$ cat src/rtl/yarp_fetch_unit_if.sv
`default_nettype none
// ============================================================================
// Module   : yarp_fetch_unit_if
// Purpose  : Bundles the YARP fetch unit's redirect input, memory
//            req/gnt/rvalid bus and decode valid/ready handshake.
// Signals  : redirect_i, redirect_pc_i            - flush/restart request
//            mem_req_o, mem_addr_o, mem_gnt_i,
//            mem_rvalid_i, mem_rdata_i             - instruction memory bus
//            instr_valid_o, instr_o, instr_pc_o,
//            instr_ready_i                         - decode handshake
// Modports : master - the fetch unit's view
//            slave  - the environment's view (core control, memory, decode)
// Revision : 1.0 - initial release
// ============================================================================
interface yarp_fetch_unit_if #(
  parameter int XLEN = 32
);
  logic            redirect_i;
  logic [XLEN-1:0] redirect_pc_i;
  logic            mem_req_o;
  logic [XLEN-1:0] mem_addr_o;
  logic            mem_gnt_i;
  logic            mem_rvalid_i;
  logic [31:0]     mem_rdata_i;
  logic            instr_valid_o;
  logic [31:0]     instr_o;
  logic [XLEN-1:0] instr_pc_o;
  logic            instr_ready_i;

  modport master (
    input  redirect_i, redirect_pc_i,
    output mem_req_o, mem_addr_o,
    input  mem_gnt_i, mem_rvalid_i, mem_rdata_i,
    output instr_valid_o, instr_o, instr_pc_o,
    input  instr_ready_i
  );

  modport slave (
    output redirect_i, redirect_pc_i,
    input  mem_req_o, mem_addr_o,
    output mem_gnt_i, mem_rvalid_i, mem_rdata_i,
    input  instr_valid_o, instr_o, instr_pc_o,
    output instr_ready_i
  );
endinterface
`default_nettype wire

$ cat src/rtl/yarp_fetch_unit.sv
`default_nettype none
// ============================================================================
// Module   : yarp_fetch_unit
// Purpose  : Instruction-fetch front end. Owns the fetch PC, issues word
//            fetches on a pipelined req/gnt/rvalid bus with multiple
//            outstanding requests, buffers returned instructions with their
//            PCs in a DEPTH-entry FIFO, and hands them to decode through a
//            valid/ready handshake. Redirects flush buffered and in-flight
//            instructions and restart fetch at a new PC.
// Ports    : clk      - clock
//            reset_n  - asynchronous active-low reset
//            bus      - yarp_fetch_unit_if.master (redirect, memory, decode)
// Revision : 1.0 - initial release
// ============================================================================
module yarp_fetch_unit #(
  parameter int              XLEN     = 32,
  parameter logic [XLEN-1:0] RESET_PC = '0,
  parameter int              DEPTH    = 4
) (
  input  logic              clk,
  input  logic              reset_n,
  yarp_fetch_unit_if.master bus
);

  localparam int              c_ptr_w = $clog2(DEPTH);
  localparam int              c_cnt_w = c_ptr_w + 1;
  localparam logic [c_cnt_w:0] c_depth = (c_cnt_w + 1)'(DEPTH);

  logic               r_req;
  logic [XLEN-1:0]    r_fetch_pc;
  logic [XLEN-1:0]    r_resp_pc;
  logic [c_cnt_w-1:0] r_outstanding;
  logic [c_cnt_w-1:0] r_discard;
  logic [c_cnt_w-1:0] r_count;
  logic [c_ptr_w-1:0] r_rd_ptr;
  logic [c_ptr_w-1:0] r_wr_ptr;
  logic [31:0]        r_instr [DEPTH];
  logic [XLEN-1:0]    r_pc    [DEPTH];

  logic               w_hs;
  logic               w_rsp;
  logic               w_drop;
  logic               w_push;
  logic               w_pop;
  logic               w_credit;
  logic [c_cnt_w-1:0] w_out_next;
  logic [c_cnt_w-1:0] w_cnt_next;
  logic [c_cnt_w:0]   w_total_next;
  logic [XLEN-1:0]    w_redirect_pc;

  assign w_hs   = r_req & bus.mem_gnt_i;
  // A response with nothing outstanding is a protocol error and is ignored.
  assign w_rsp  = bus.mem_rvalid_i & (r_outstanding != '0);
  assign w_drop = w_rsp & (bus.redirect_i | (r_discard != '0));
  assign w_push = w_rsp & ~w_drop;
  assign w_pop  = bus.instr_valid_o & bus.instr_ready_i;

  assign w_out_next = r_outstanding + c_cnt_w'(w_hs) - c_cnt_w'(w_rsp);
  assign w_cnt_next = bus.redirect_i ? '0
                    : r_count + c_cnt_w'(w_push) - c_cnt_w'(w_pop);

  // Credit is judged on next-cycle occupancy so the registered request can
  // never overcommit buffer space; occupancy cannot grow without a grant,
  // so a stalled request stays legal until granted.
  assign w_total_next = {1'b0, w_out_next} + {1'b0, w_cnt_next};
  assign w_credit     = w_total_next < c_depth;

  assign w_redirect_pc = bus.redirect_pc_i & ~XLEN'(3);

  assign bus.mem_req_o     = r_req;
  assign bus.mem_addr_o    = r_fetch_pc;
  assign bus.instr_valid_o = (r_count != '0) & ~bus.redirect_i;
  assign bus.instr_o       = r_instr[r_rd_ptr];
  assign bus.instr_pc_o    = r_pc[r_rd_ptr];

  always_ff @(posedge clk or negedge reset_n) begin
    if (!reset_n) begin
      r_req         <= 1'b0;
      r_fetch_pc    <= RESET_PC;
      r_resp_pc     <= RESET_PC;
      r_outstanding <= '0;
      r_discard     <= '0;
      r_count       <= '0;
      r_rd_ptr      <= '0;
      r_wr_ptr      <= '0;
      for (int i = 0; i < DEPTH; i++) begin
        r_instr[i] <= '0;
        r_pc[i]    <= '0;
      end
    end else begin
      r_req         <= ~bus.redirect_i & w_credit;
      r_outstanding <= w_out_next;
      r_count       <= w_cnt_next;
      if (bus.redirect_i) begin
        r_fetch_pc <= w_redirect_pc;
        r_resp_pc  <= w_redirect_pc;
        // Everything still in flight after this cycle belongs to the old path.
        r_discard  <= w_out_next;
        r_rd_ptr   <= '0;
        r_wr_ptr   <= '0;
      end else begin
        if (w_hs) begin
          r_fetch_pc <= r_fetch_pc + XLEN'(4);
        end
        if (w_drop) begin
          r_discard <= r_discard - c_cnt_w'(1);
        end
        if (w_push) begin
          r_instr[r_wr_ptr] <= bus.mem_rdata_i;
          r_pc[r_wr_ptr]    <= r_resp_pc;
          r_wr_ptr          <= r_wr_ptr + c_ptr_w'(1);
          r_resp_pc         <= r_resp_pc + XLEN'(4);
        end
        if (w_pop) begin
          r_rd_ptr <= r_rd_ptr + c_ptr_w'(1);
        end
      end
    end
  end

`ifndef SYNTHESIS
  a_no_spurious_rvalid : assert property (
    @(posedge clk) disable iff (!reset_n)
    bus.mem_rvalid_i |-> (r_outstanding != '0)
  );

  a_occupancy_bound : assert property (
    @(posedge clk) disable iff (!reset_n)
    ({1'b0, r_outstanding} + {1'b0, r_count}) <= c_depth
  );
`endif

endmodule
`default_nettype wire
$ cat src/flat_wrapper.sv
// flat-port wrapper written by rule: the top's interface ports become plain ports
module yarp_fetch_unit_flat 
#(
  parameter int              XLEN     = 32,
  parameter logic [XLEN-1:0] RESET_PC = '0,
  parameter int              DEPTH    = 4
)
  (clk, reset_n, bus_redirect_i, bus_redirect_pc_i, bus_mem_req_o, bus_mem_addr_o, bus_mem_gnt_i, bus_mem_rvalid_i, bus_mem_rdata_i, bus_instr_valid_o, bus_instr_o, bus_instr_pc_o, bus_instr_ready_i);
  yarp_fetch_unit_if #(.XLEN(XLEN)) bus_i ();
  input  logic clk;
  input  logic reset_n;
  input wire logic [$bits(bus_i.redirect_i)-1:0] bus_redirect_i;
  input wire logic [$bits(bus_i.redirect_pc_i)-1:0] bus_redirect_pc_i;
  output wire logic [$bits(bus_i.mem_req_o)-1:0] bus_mem_req_o;
  output wire logic [$bits(bus_i.mem_addr_o)-1:0] bus_mem_addr_o;
  input wire logic [$bits(bus_i.mem_gnt_i)-1:0] bus_mem_gnt_i;
  input wire logic [$bits(bus_i.mem_rvalid_i)-1:0] bus_mem_rvalid_i;
  input wire logic [$bits(bus_i.mem_rdata_i)-1:0] bus_mem_rdata_i;
  output wire logic [$bits(bus_i.instr_valid_o)-1:0] bus_instr_valid_o;
  output wire logic [$bits(bus_i.instr_o)-1:0] bus_instr_o;
  output wire logic [$bits(bus_i.instr_pc_o)-1:0] bus_instr_pc_o;
  input wire logic [$bits(bus_i.instr_ready_i)-1:0] bus_instr_ready_i;
  assign bus_i.redirect_i = bus_redirect_i;
  assign bus_i.redirect_pc_i = bus_redirect_pc_i;
  assign bus_mem_req_o = bus_i.mem_req_o;
  assign bus_mem_addr_o = bus_i.mem_addr_o;
  assign bus_i.mem_gnt_i = bus_mem_gnt_i;
  assign bus_i.mem_rvalid_i = bus_mem_rvalid_i;
  assign bus_i.mem_rdata_i = bus_mem_rdata_i;
  assign bus_instr_valid_o = bus_i.instr_valid_o;
  assign bus_instr_o = bus_i.instr_o;
  assign bus_instr_pc_o = bus_i.instr_pc_o;
  assign bus_i.instr_ready_i = bus_instr_ready_i;
  yarp_fetch_unit #(.XLEN(XLEN), .RESET_PC(RESET_PC), .DEPTH(DEPTH)) u_core (.clk(clk), .reset_n(reset_n), .bus(bus_i));
endmodule
$ cat config.mk
export PLATFORM = sky130hd
export DESIGN_NAME = yarp_fetch_unit_flat
export DESIGN_NICKNAME = d
export VERILOG_FILES = /design/src/rtl/yarp_fetch_unit_if.sv /design/src/rtl/yarp_fetch_unit.sv /design/src/flat_wrapper.sv
export SDC_FILE = /design/constraint.sdc
export NUM_CORES = 1
export LEC_CHECK = 0
export CORE_MARGIN = 2
export CORE_UTILIZATION = 39
export CTS_BUF_LIST = sky130_fd_sc_hd__clkbuf_4 sky130_fd_sc_hd__clkbuf_8
export DETAILED_ROUTE_END_ITERATION = 8
export GPL_ROUTABILITY_DRIVEN = 0
export PLACE_DENSITY = 0.65
export SYNTH_ARGS = -nofsm -noshare
export SYNTH_HDL_FRONTEND = slang
export SYNTH_SLANG_ARGS = --single-unit
$ cat constraint.sdc
create_clock -name clk -period 7.9 [get_ports clk]
set_input_delay 2.37 -clock clk [delete_from_list [all_inputs] [get_ports clk]]
set_output_delay 2.37 -clock clk [all_outputs]
set_load 0.01 [all_outputs]
Yosys cells after proc, flatten, opt, wreduce, memory -nomap -nowiden
Index checks and enable logic that the tools add are counted.
{"block": "op_classes", "addsub": 10, "multipliers": 0, "n_div": 0, "n_lt_le_gt_ge": 4, "n_eq_ne": 0, "shift": 0, "muxes": 21, "bitwise_logic": 12, "reduce_logical": 9}
{"cell": "$mux W32", "count": 9}
{"cell": "$bwmux W128", "count": 2}
{"cell": "$bmux W32 S2", "count": 2}
{"cell": "$add A32 B3 Y32 const B", "count": 2}
{"cell": "$demux W32 S2", "count": 1}
{"cell": "$mux W3", "count": 3}
{"cell": "$reduce_bool A3 Y1", "count": 3}
{"cell": "$mux W2", "count": 4}
{"cell": "$reduce_bool A2 Y1", "count": 4}
{"cell": "$and A1 B1 Y1", "count": 7}
{"cell": "$add A3 B1 Y3", "count": 2}
{"cell": "$ge A3 B3 Y1 const B", "count": 2}
{"cell": "$not A2 Y3", "count": 2}
{"cell": "$sub A3 B1 Y3", "count": 2}
{"cell": "$add A2 B1 Y2 const B", "count": 2}
{"cell": "$add A3 B3 Y4", "count": 1}
{"cell": "$lt A4 B3 Y1 const B", "count": 1}
{"cell": "$lt A3 B1 Y1 const B", "count": 1}
{"cell": "$sub A3 B1 Y3 const B", "count": 1}
{"cell": "$not A1 Y1", "count": 2}
{"cell": "$reduce_and A2 Y1", "count": 1}
{"cell": "$logic_and A1 B1 Y1", "count": 1}
{"cell": "$or A1 B1 Y1", "count": 1}
{"block": "totals", "register_bits": 334, "latchBits": 0, "ramBits": 0, "mem_bits_ro": 0, "inputBits": 70, "out_inout_bits": 98, "elab_cells": 72, "memories": 0}

Logic depth before layout (Yosys ltp)
{"block": "logic_depth", "ltp_word": 11, "mapped_depth": 13, "mapped_depth_nobuf": 13}

Least setup slack after synthesis
No wires, ideal clock.
{"block": "synth_timing", "kind": "input -> output", "from": "in bus_redirect_i", "to": "out bus_instr_valid_o", "arrival_time_ns": 3.014, "required_ns": 5.530, "path_slack_ns": 2.516, "cell_stages": 3, "n_path_buf": 2, "path_cell_list": "clkbuf_1 clkbuf_1 nor2_1"}
{"block": "synth_between", "elab_chain_len": 2}
{"element": "start, declared", "line": "flat_wrapper.sv:12", "source": "input wire logic [$bits(bus_i.redirect_i)-1:0] bus_redirect_i;"}
{"element": "$not A1 Y1 (no line)"}
{"element": "$and A1 B1 Y1", "line": "yarp_fetch_unit.sv:72", "source": "assign bus.instr_valid_o = (r_count != '0) & ~bus.redirect_i;"}
{"element": "end, declared", "line": "flat_wrapper.sv:19", "source": "output wire logic [$bits(bus_i.instr_valid_o)-1:0] bus_instr_valid_o;"}
No other way between the ends.

Worst setup path after layout
Ends and elaborated chain as after synthesis.

==> impl_metrics.py <==
metrics = {
    "critical_path": {
        "worstPathBufferInverterCount": 2,
        "slowest_stage": "sky130_fd_sc_hd__clkdlybuf4s50_1",
        "setup.reg_to_reg.worst_slack_ns": 4.16,
        "cpPeakStageDelay_ns": 0.59,
        "cp_common_cell": "sky130_fd_sc_hd__clkdlybuf4s50_1",
        "worst-endpoint-arrival_ns": 3.73,
        "worst-path-max-fanout": 12,
        "cpLargestDelayFamily": "buffers and inverters",
        "required_ns": 5.53,
        "end_kind": "primary output",
        "start_kind": "input port",
        "cp_cell_sequence": "clkdlybuf4s50_1 > nor2_1 > clkdlybuf4s50_1",
        "worst-setup-path-type": "input port to primary output",
    },
    "detailed_routing": {
        "detail_route.wl_per_cell_microns": 19.86,
        "first_iter_violations": 300,
        "drc_errors": 0,
        "final_antenna_net_count": 0,
        "drt-total-wl_mm": 34.60,
        "via_count": 9110,
        "drt-vias-per-instance": 5.230,
        "drt-pass1-iter-count": 5,
    },
    "sta": {
        "worst_clock_skew_ns": 0.01973,
        "worst_slew_margin_rel_pct": 19.33,
        "rsz_0062_raised_after_global_routing": "false",
        "finalCritPeriodShare_pct": 77.25,
        "timing.final.crit_period_ns": 6.103,
        "fmax_mhz": 163.9,
        "worst-slew-pin-transition_ns": 1.199,
        "final.setup.tns_ns": 0,
        "setup_viol_count_final": 0,
        "finalHoldViolCount": 0,
        "timing.final.ws_setup_ns": 1.797,
        "timing_max_transition_violations_final": 0,
    },
    "synthesis": {
        "synth-edff-count": 0,
        "syn-instance-count": 1022,
        "yosysUniqueCellTypes": 54,
        "synth_ff_type": "sky130_fd_sc_hd__dfrtp_1",
        "sequential_to_total_area_share_from_yosys_stat_pct": 53.83,
        "ys_async_sr_fraction_pct": 100.0,
        "synthesis.area_sq_um": 14970,
        "yosys_register_bits": 322,
        "ys_warn_count": 0,
        "avgSynthCellArea_sq_um": 14.65,
    },
    "pwr": {
        "power.density_cell_area_nw_per_um2": 296.5,
        "static-leakage-power_nw": 8.206,
        "max-vdd-ir-drop_mv": 0.1676,
    },
    "cells_and_area": {
        "layout.nets": 1273,
        "post_route_cells_drive_above_1_share_pct": 37.72,
        "layout.area.seq_sq_um": 8065,
        "multi_input_area_sq_um": 6574,
        "layout-area-overhead-vs-synth_pct": 21.77,
        "fill_cells": 3361,
    },
    "cts": {
        "post_cts_setup_buffer_count": 0,
        "clock-sinks": 322,
        "cts_repair_resize_count": 0,
        "clkSlewWorstSetupHoldPaths_ns": 0.05,
        "worst_skew_pair.late_latency_ns": 0.63,
        "root_buffer": "sky130_fd_sc_hd__clkbuf_8",
        "hold_buf_cts": 0,
        "cts-htree-levels": 2,
        "cts_tree": "yes",
        "cts-buffers-inserted": 56,
        "maximum_root_to_sink_buffer_count": 3,
    },
    "floorplanning": {
        "design.portCount": 168,
        "core_area_sq_um": 37760,
        "floorplan.initialDensity_pct": 39.65,
        "rows": 71,
        "chipWidth_microns": 199.9,
        "die_y_microns": 199.9,
        "dieArea_sq_um": 39970,
    },
    "global_route": {
        "grt_first_pass_wirelength_mm": 54.72,
        "grt_antenna_before_repair": 1,
        "grt_pass1_vias": 9666,
        "gr-usage-all-layers_pct": 17.94,
        "grt_start_max_net_pins": 168,
        "global_route_overflow": 0,
    },
    "placed_design": {
        "post-place-ws_ns": 1.509,
        "dp.final_hpwl_mm": 21.22,
        "io_buffer_count": 161,
    },
    "run": {
        "max_cap_viol_count": 0,
    },
    "worst_hold_path": {
        "timing.hold.worst.class": "register to register",
    },
    "outcome": {
        "status": "complete, no violations",
    },
}
[layer usage]
layer	vias to the layer above	share of wire (%)	routed length, microns	global-route usage [%]
met1	4789	45	15560	24.15
met2	195	47	16380	28.47
met3	63	5.0	1714	3.847
li1	4061	-	-	-
met5	-	0.020	7	0
met4	2	2.7	936	7.106
[cells by family (layout without fill, tap and decap cells)]
| logic type | Yosys count | in the layout | share of synthesized area, % |
|---|---|---|---|
| simple gates | 156 | 156 | 6.093 |
| flops | 322 | 322 | 53.83 |
| other cells | 1 | 5 | 0.02505 |
| buf+inv | 84 | 289 | 2.574 |
| mux | 356 | 356 | 31.41 |
| xor+xnor | 61 | 61 | 3.569 |
| compound gates | 26 | 26 | 1.062 |
| fa+ha+maj | 16 | 16 | 1.438 |
[placed cells by master, fill, tap and decap left out, types with 4 or more instances in the layout]
master                            netlist  routed
sky130_fd_sc_hd__a21oi_1               10      10
sky130_fd_sc_hd__and2_1                 4       4
sky130_fd_sc_hd__and4_1                 7       7
sky130_fd_sc_hd__buf_4                  5       8
sky130_fd_sc_hd__clkbuf_4               0      17
sky130_fd_sc_hd__clkbuf_8               0      68
sky130_fd_sc_hd__clkdlybuf4s50_1        0     160
sky130_fd_sc_hd__clkinv_2               0      11
sky130_fd_sc_hd__conb_1                 1       4
sky130_fd_sc_hd__dfrtp_1              322     320
sky130_fd_sc_hd__ha_1                  14      14
sky130_fd_sc_hd__inv_1                 17      17
sky130_fd_sc_hd__mux2_1                22      22
sky130_fd_sc_hd__mux2_2               268     268
sky130_fd_sc_hd__mux2i_1                4       4
sky130_fd_sc_hd__mux4_2                62      62
sky130_fd_sc_hd__nand2_1               34      30
sky130_fd_sc_hd__nand2_4                0       4
sky130_fd_sc_hd__nand3_1               21      21
sky130_fd_sc_hd__nand4_1               15      15
sky130_fd_sc_hd__nor2_1                25      25
sky130_fd_sc_hd__nor3_1                13      13
sky130_fd_sc_hd__nor4_1                 7       6
sky130_fd_sc_hd__nor4_2                 5       6
sky130_fd_sc_hd__o21ai_0                5       5
sky130_fd_sc_hd__xnor2_1               34      34
sky130_fd_sc_hd__xor2_1                27      27
[state kept, by name (all words and copies together) (netlist names), 2 cells and up]
signal                 count
u_core.r_instr           128
u_core.r_pc              120
u_core.bus.mem_addr_o     30
u_core.r_resp_pc          30
u_core.r_count             3
u_core.r_discard           3
u_core.r_outstanding       3
u_core.r_rd_ptr            2
u_core.r_wr_ptr            2
[layout make-up]
| class | count | area share, % |
|---|---|---|
| clock inverter | 16 | 0.6521 |
| inverter | 18 | 0.3707 |
| timing repair buffer | 170 | 9.308 |
| antenna | 1 | 0.01373 |
| sequential | 322 | 44.25 |
| multi-input combinational | 619 | 36.07 |
| tap | 511 | 3.508 |
| clock buffer | 85 | 5.835 |
[worst reg2reg max path: stages, from the launching register on]
cell and delay (ns):
sky130_fd_sc_hd__dfrtp_1 0.36, sky130_fd_sc_hd__inv_1 0.11, sky130_fd_sc_hd__ha_1 0.24, sky130_fd_sc_hd__nand4bb_1 0.14
sky130_fd_sc_hd__nor2_1 0.84, sky130_fd_sc_hd__ha_1 0.30, sky130_fd_sc_hd__inv_1 0.05, sky130_fd_sc_hd__fa_1 0.37
sky130_fd_sc_hd__xor2_1 0.17, sky130_fd_sc_hd__xnor2_1 0.14, sky130_fd_sc_hd__nor2_1 0.08, sky130_fd_sc_hd__ha_1 0.21
sky130_fd_sc_hd__or4_1 0.50, sky130_fd_sc_hd__a31oi_1 0.16
[cell usage after synthesis, types with 2 or more instances]
library cell | instances | share of area (%)
sky130_fd_sc_hd__dfrtp_1 | 322 | 54
sky130_fd_sc_hd__mux2_2 | 268 | 20
sky130_fd_sc_hd__mux4_2 | 62 | 9.3
sky130_fd_sc_hd__buf_2 | 34 | 1.1
sky130_fd_sc_hd__nand2_1 | 34 | 0.85
sky130_fd_sc_hd__xnor2_1 | 34 | 2.0
sky130_fd_sc_hd__xor2_1 | 27 | 1.6
sky130_fd_sc_hd__nor2_1 | 25 | 0.63
sky130_fd_sc_hd__mux2_1 | 22 | 1.7
sky130_fd_sc_hd__nand3_1 | 21 | 0.70
sky130_fd_sc_hd__clkbuf_1 | 18 | 0.45
sky130_fd_sc_hd__inv_1 | 17 | 0.43
sky130_fd_sc_hd__nand4_1 | 15 | 0.63
sky130_fd_sc_hd__ha_1 | 14 | 1.2
sky130_fd_sc_hd__nor3_1 | 13 | 0.43
sky130_fd_sc_hd__a21oi_1 | 10 | 0.33
sky130_fd_sc_hd__and4_1 | 7 | 0.41
sky130_fd_sc_hd__buf_1 | 7 | 0.18
sky130_fd_sc_hd__nor4_1 | 7 | 0.29
sky130_fd_sc_hd__buf_4 | 5 | 0.25
sky130_fd_sc_hd__nor4_2 | 5 | 0.42
sky130_fd_sc_hd__o21ai_0 | 5 | 0.17
sky130_fd_sc_hd__and2_1 | 4 | 0.17
sky130_fd_sc_hd__mux2i_1 | 4 | 0.27
sky130_fd_sc_hd__a21boi_0 | 3 | 0.15
sky130_fd_sc_hd__and3_1 | 3 | 0.13
sky130_fd_sc_hd__and4bb_2 | 2 | 0.17
sky130_fd_sc_hd__fa_1 | 2 | 0.27
sky130_fd_sc_hd__nand2b_1 | 2 | 0.084
sky130_fd_sc_hd__nor4_4 | 2 | 0.28
sky130_fd_sc_hd__o211ai_1 | 2 | 0.10
sky130_fd_sc_hd__or2_2 | 2 | 0.084
sky130_fd_sc_hd__or3_1 | 2 | 0.084
sky130_fd_sc_hd__or4_1 | 2 | 0.10
[power by group]
group / leakage, nW / internal [mW] / switching (mW) / total, mW
Sequential: 4.22 / 1.97 / 0.234 / 2.20
Clock: 0.638 / 0.894 / 0.690 / 1.58
Combinational: 3.35 / 0.986 / 0.631 / 1.62
Total: 8.21 / 3.85 / 1.56 / 5.40
[stage by stage]
stage | power (mW) | utilization [%] | instances | hold WS [ns] | instance area [sq um]
6_report | 5.404 | 48.28 | 1742 | 0.4879 | 18230
5_1_grt | 5.720 | 48.27 | 1741 | 0.5041 | 18230
4_1_cts | 5.495 | 48.27 | 1741 | 0.4912 | 18230
3_5_place_dp | 3.875 | 45.14 | 1640 | 0.4786 | 17040
2_1_floorplan | 3.104 | - | 1025 | 0.4587 | 14980
3_3_place_gp | 3.841 | 45.14 | 1640 | 0.4688 | 17040
[worst paths after layout]
path | startpoint | cells after the start | to
min in group asynchronous | reset_n | 1 | u_core.r_pc[117]
setup reg to reg | u_core.r_discard[0] | 13 | u_core.bus.mem_req_o
setup / recovery | bus_redirect_i | 3 | bus_instr_valid_o
hold reg to reg | u_core.r_pc[46] | 1 | u_core.r_pc[46]
hold / removal | u_core.r_pc[46] | 1 | u_core.r_pc[46]
max in group asynchronous | reset_n | 2 | u_core.r_rd_ptr[1]
(Power assumes the default switching activity.)
